[src/rtl/priority_arbiter_n.sv]
// N-way registered arbiter: fixed left-priority with preemption, or round-robin with forced release.
// Grants stay visible for at least MIN_HOLD cycles; round-robin owners are forced off after MAX_HOLD while others wait.
module priority_arbiter_n #(
    parameter int N        = 4,
    parameter int MIN_HOLD = 2,
    parameter int MAX_HOLD = 8,
    parameter int CW       = $clog2(N)
) (
    input  logic          clk,
    input  logic          reset,
    input  logic [N-1:0]  req,
    input  logic          mode,
    output logic [N-1:0]  grant,
    output logic          grant_valid,
    output logic [CW-1:0] grant_idx,
    output logic          grant_change
);

    localparam int HW = $clog2(MAX_HOLD + 1);
    localparam logic [HW-1:0] MIN_H = HW'(MIN_HOLD);
    localparam logic [HW-1:0] MAX_H = HW'(MAX_HOLD);
    localparam logic [N-1:0]  ONE   = {{(N-1){1'b0}}, 1'b1};

    typedef enum logic {IDLE, HOLD} state_t;

    state_t        state, state_n;
    logic [HW-1:0] hold_cnt, hold_n;
    logic [CW-1:0] ptr, ptr_n;
    logic [N-1:0]  grant_n;
    logic [CW-1:0] idx_n;
    logic [N-1:0]  others, cand;
    logic [CW-1:0] win;
    logic          higher, release_now, take;

    // Highest set index wins.
    function automatic logic [CW-1:0] pick_fixed(input logic [N-1:0] c);
        logic [CW-1:0] w;
        w = '0;
        for (int i = 0; i < N; i++)
            if (c[i]) w = CW'(i);
        return w;
    endfunction

    // Search order ptr+1 .. ptr+N (mod N); scanning backwards lets the earliest hit overwrite.
    function automatic logic [CW-1:0] pick_rr(input logic [N-1:0] c, input logic [CW-1:0] p);
        logic [CW-1:0] w;
        int            j;
        w = '0;
        for (int k = N; k >= 1; k--) begin
            j = (int'(p) + k) % N;
            if (c[j]) w = CW'(j);
        end
        return w;
    endfunction

    always_comb begin
        state_n = state;
        grant_n = grant;
        idx_n   = grant_idx;
        hold_n  = hold_cnt;
        ptr_n   = ptr;

        others = req & ~grant;
        higher = 1'b0;
        for (int i = 0; i < N; i++)
            if (i > int'(grant_idx) && req[i]) higher = 1'b1;

        release_now = (hold_cnt >= MIN_H) &&
                      (!req[grant_idx] ||
                       (!mode && higher) ||
                       (mode && hold_cnt >= MAX_H && (|others)));

        cand = (state == IDLE) ? req : others;
        win  = mode ? pick_rr(cand, ptr) : pick_fixed(cand);
        take = (state == IDLE) ? (|req) : release_now;

        if (take) begin
            if (|cand) begin
                grant_n = ONE << win;
                idx_n   = win;
                hold_n  = HW'(1);
                ptr_n   = win;
                state_n = HOLD;
            end else begin
                grant_n = '0;
                idx_n   = '0;
                hold_n  = '0;
                state_n = IDLE;
            end
        end else if (state == HOLD && hold_cnt < MAX_H) begin
            hold_n = hold_cnt + HW'(1);
        end
    end

    always_ff @(posedge clk) begin
        if (reset) begin
            state        <= IDLE;
            hold_cnt     <= '0;
            ptr          <= CW'(N - 1);
            grant        <= '0;
            grant_valid  <= 1'b0;
            grant_idx    <= '0;
            grant_change <= 1'b0;
        end else begin
            state        <= state_n;
            hold_cnt     <= hold_n;
            ptr          <= ptr_n;
            grant        <= grant_n;
            grant_valid  <= |grant_n;
            grant_idx    <= idx_n;
            grant_change <= (grant_n != grant);
        end
    end

endmodule

[config.mk]
export PLATFORM = sky130hd
export DESIGN_NAME = priority_arbiter_n
export DESIGN_NICKNAME = d
export VERILOG_FILES = /design/src/rtl/priority_arbiter_n.sv
export SDC_FILE = /design/constraint.sdc
export NUM_CORES = 1
export LEC_CHECK = 0
export CORE_UTILIZATION = 50
export CTS_CLUSTER_SIZE = 10
export DETAILED_ROUTE_END_ITERATION = 7
export PLACE_DENSITY = 0.81
export SLEW_MARGIN = 20
export SYNTH_ARGS = -nofsm -noshare
export SYNTH_HDL_FRONTEND = slang
export SYNTH_SLANG_ARGS = --single-unit
[constraint.sdc]
create_clock -name clk -period 2.85 [get_ports clk]
set_input_delay 0.57 -clock clk [delete_from_list [all_inputs] [get_ports clk]]
set_output_delay 0.57 -clock clk [all_outputs]
set_load 0.01 [all_outputs]
-- Yosys cells after proc, flatten, opt, wreduce, memory -nomap -nowiden
Index checks and enable logic that the tools add are counted.
- bits of input ports: 7
- word-level logic and storage cells: 87
- register bits after elaboration: 15
- reductions and logical operators: 22
- bitwise logic cells: 6
- $add $sub $neg: 5
- order comparisons: 11
- mux-type cells: 34
- equal/unequal tests: 1
- shifts and indexed selects: 1
- operator list (operator ; count):
    $mux 4 ; 5
    $lt 3x4->1 const B ; 4
    $mux 1 ; 16
    $mux 2 ; 8
    $reduce_or 4->1 ; 4
    $bmux 1 s2 ; 5
    $logic_and 1x1->1 ; 8
    $reduce_or 2->1 ; 4
    $add 2x1->2 const B ; 2
    $add 2x2->2 const B ; 2
    $add 4x1->4 const B ; 1
    $and 1x1->1 const A ; 4
    $and 4x4->4 ; 1
    $ge 4x2->1 const B ; 1
    $ge 4x4->1 const B ; 1
    $gt 2x2->1 const A ; 2
    $lt 4x4->1 const B ; 1
    $ne 4x4->1 ; 1
    $not 4->4 ; 1
    $shl 1x2->4 const A ; 1
    $lt 2x3->1 const B ; 1
    $gt 1x2->1 const A ; 1
    $logic_not 1->1 ; 2
    $logic_or 1x1->1 ; 2
    other kinds (2) ; 2

-- Logic depth before layout (Yosys ltp)
Gate-level depths: netlist (run 1).
- depth after elaboration: 15
- gate-level depth with buffers: 9
- mapped depth without buffers: 8

-- Worst setup path after synthesis (run 1)
No wires, ideal clock.
- path type: input-to-reg
- start point: in req[0]
- end point: reg grant_change
- arrival: 2249 ps
- path slack: 484 ps
- path buffers: 0
- stages on the path: 7
- library setup time: 117 ps
- cells stage by stage: a21boi_1 o21ba_1 or4b_4 nor3b_1 a2111oi_0 nor3_1 a32o_1
- longest elaborated chain between the ends: 14
- RTL lines (element ; line ; text):
    from (decl) ; 11 ; input logic [N-1:0] req,
    $and 4x4->4 ; 63 ; others = req & ~grant;
    $mux 4 ; 73 ; cand = (state == IDLE) ? req : others;
    $bmux 1 s2 ; 51 ; if (c[j]) w = CW'(j);
    $mux 1 (not written as such) (2 in a row) ; 51 ;
    $mux 2 (4 in a row) ; 51 ;
    $mux 2 ; 74 ; win = mode ? pick_rr(cand, ptr) : pick_fixed(cand);
    $shl 1x2->4 ; 79 ; grant_n = ONE << win;
    $mux 4 ; 78 ; if (|cand) begin
    $mux 4 * ; 77 ; if (take) begin
    $ne 4x4->1 * ; 111 ; grant_change <= (grant_n != grant);
    to (signal assigned) ; 111 ;
    to (decl) ; 16 ; output logic grant_change
Mark *: on every way between the ends. The rest lies on a longest branch, timed or not. The select of a mux whose other input is x is not followed.
A chain may end at the register's enable or synchronous reset.

-- Worst setup path in the final report (run 1)
- start point: in req[2]
- end point: reg grant_change
The elaborated chain is that of the path after synthesis.

==> impl_results.md, run 1 <==
- Worst Path Max Fanout: 3
- Global route hottest layer: met2
- Via density per instance: 5.88
- GR Overflow Total: 0
- RSZ-0062 raised after global routing: no
- TritonCTS clock tree: done
- Ant. Diodes: 0
- Leak Pwr: 0.501 nW
- Min Hold Slack: 0.525 ns
- Crit start category: primary input
- Post-synth EDFFs: 0
- Die Span Y: 45.6 um
- Worst reg2reg setup slack: 0.37 ns
- Mapped Avg Cell Area: 8.06 um^2
- Arrival @ worst endpoint: 2.85 ns
- Routed WL: 2480 um
- Hold Fails Final Rpt: 0
- Crit share post-route: 93.6%
- Num CTS Buffers: 3
- Cts repair resizes: 0
- First-pass GRT wire length: 3930 um
- Wirelength per Cell: 14.6 um
- Fill cells: 150
- Post-Syn Area: 951 um^2
- Initial core utilization: 54.5%
- Status: complete, no violations
- DIE AREA: 2080 um^2
- DRT Pass-1 Iters: 4
- Syn-to-layout area delta: 29.3%
- Layout Cells excl Fill: 170
- Final setup vio count: 0
- TNS Setup: 0 ns
- Post-Syn Nets: 127
- Floorplan row count: 15
- Sequential area share after synthesis: 31.6%
- Skew-Pair Late Insertion Delay: 0.28 ns
- Mapped Cells: 118
- Gr usage total: 26.3%
- Required time of the worst setup path: 3.03 ns
- Met3 Use GR: 7.14%
- Top cells by area, synth: dfxtp_1 32%, nand2_1 5.9%, a21oi_1 5.3%, nand2b_1 3.9%, nor3_1 3.7%
- Initial antenna violation count: 0
- Overall Power: 792 uW
- Worst clock skew: 0.00359 ns
- Met1 GRT Util: 34.4%
- Finished Cell Area: 1230 um^2
- Yosys top cell by area: dfxtp_1
- Max-cap violation count: 0
- Yosys reg bits: 15
- Cells after DPL: 166
- Type of the worst setup path: in2reg
- DP Area: 1200 um^2
- Number of global-route vias before repair: 877
- Vias: 1000
- TritonCTS Sinks: 15
- Distinct cell type count after synthesis: 42
- Clock transition at path regs: 0.08 ns
- Max-slew violation count: 0
- Final Util: 70.5%
- Hold Crit Class: reg2reg
- Post-layout min period: 2.67 ns
- P per Cell Area: 644 nW/um^2
- Clock Path Buffers: 2
- Ys Warns: 0
- CTS root buf: clkbuf_4
- Synth async-reset ratio: 0%
- Io pins: 15
- Setup ws final: 0.182 ns
- Die Span X: 45.6 um
- Layout cells sized above 1: 16.6%
- Post-CTS Setup Inserts: 0
- Dpl ws: -0.0806 ns
- Hold-fix buffers, CTS: 0
- Nets: 155
- Worst slew margin: 63.8%
- IO buf count: 14
- Routed Antenna Nets: 0
- Initial DRC count: 38
- Post-synth top flop: dfxtp_1
- GR Layer Usage met2: 42.6%
- Core ar.: 1750 um^2
- Peak VDD IR: 0.444 mV
- Largest net degree at the start of global routing: 16
- Number of H-tree levels: 1
- # DRC: 0
- Fmax: 375 MHz
- Slew @ Worst Pin: 0.542 ns
- Final HPWL DP: 1910 um
- Critical path capture point type: flip-flop
- Post-synth top area share: 31.6%
- GP Congestion: 0.893
- Post-synth top cells: 15 x dfxtp_1, 15 x nand2_1, 10 x a21oi_1
==> critical path, stage by stage <==
cell             delay (ns)
clkdlybuf4s50_1        0.45
a21boi_1               0.17
o21ba_1                0.21
or4b_4                 0.51
nor3b_1                0.16
a2111oi_0              0.43
nor3_1                 0.08
a32o_1                 0.27
==> layout by cell type (no fill, tap or decap), drive strengths merged, types with 4 or more instances in the layout <==
master         count
nand2             15
dfxtp             15
buf               15
clkdlybuf4s50     14
a21oi             10
nor2               8
nor3               7
nand2b             6
a21boi             4
clkbuf             4
==> cell type report <==
type | instances | area, um^2 | area share [%]
Inverter | 3 | 11.3 | 0.916
Multi-Input combinational cell | 94 | 608 | 49.4
Tap cell | 25 | 31.3 | 2.54
Sequential cell | 15 | 300 | 24.4
Clock buffer | 4 | 26.3 | 2.14
Timing Repair Buffer | 29 | 253 | 20.5
==> report_power, final <==
part,switching (mW),internal [mW],total (mW),leakage (nW)
Combinational,0.180,0.184,0.364,0.363
Sequential,0.0574,0.253,0.310,0.124
Clock,0.0636,0.0544,0.118,0.0150
==> flip-flops by register name, summed over array words and instances, names as in the netlist <==
name	cells
grant	4
grant_change	1
grant_idx	2
grant_valid	1
hold_cnt	4
ptr	2
state	1
==> per-layer routing <==
layer	vias to the layer above	wire (um)
li1	495	-
met1	475	1090
met2	26	1230
met3	4	136
met4	0	31
met5	-	0
==> worst paths after layout <==
| check | startpoint | end | depth (start not counted) |
|---|---|---|---|
| setup reg to reg | state | grant_change | 7 |
| hold reg to reg | ptr[0] | ptr[0] | 2 |
| hold / removal | ptr[0] | ptr[0] | 2 |
| setup / recovery | req[2] | grant_change | 8 |
==> kinds of logic (layout without fill, tap and decap cells) <==
logic type | count (synthesis) | count (layout) | share of synthesized area (%)
flip-flops | 15 | 15 | 31.6
adder cells (fa/ha/maj) | 2 | 2 | 2.63
buffers and inverters | 9 | 36 | 4.47
AND/OR/NAND/NOR | 53 | 53 | 29.1
XOR/XNOR | 2 | 2 | 1.84
multiplexers | 1 | 1 | 2.37
AO/OA/AOI/OAI | 36 | 36 | 28.0
No activity file was read; power rests on OpenSTA's default activity.
==> inputs of run 2 (changes only) <==
CORE_MARGIN = 1   (was default)
HOLD_SLACK_MARGIN = 0.1   (was default)
==> results of run 2 <==
The final DEF is identical to that of run 1; final timing and power are the same.
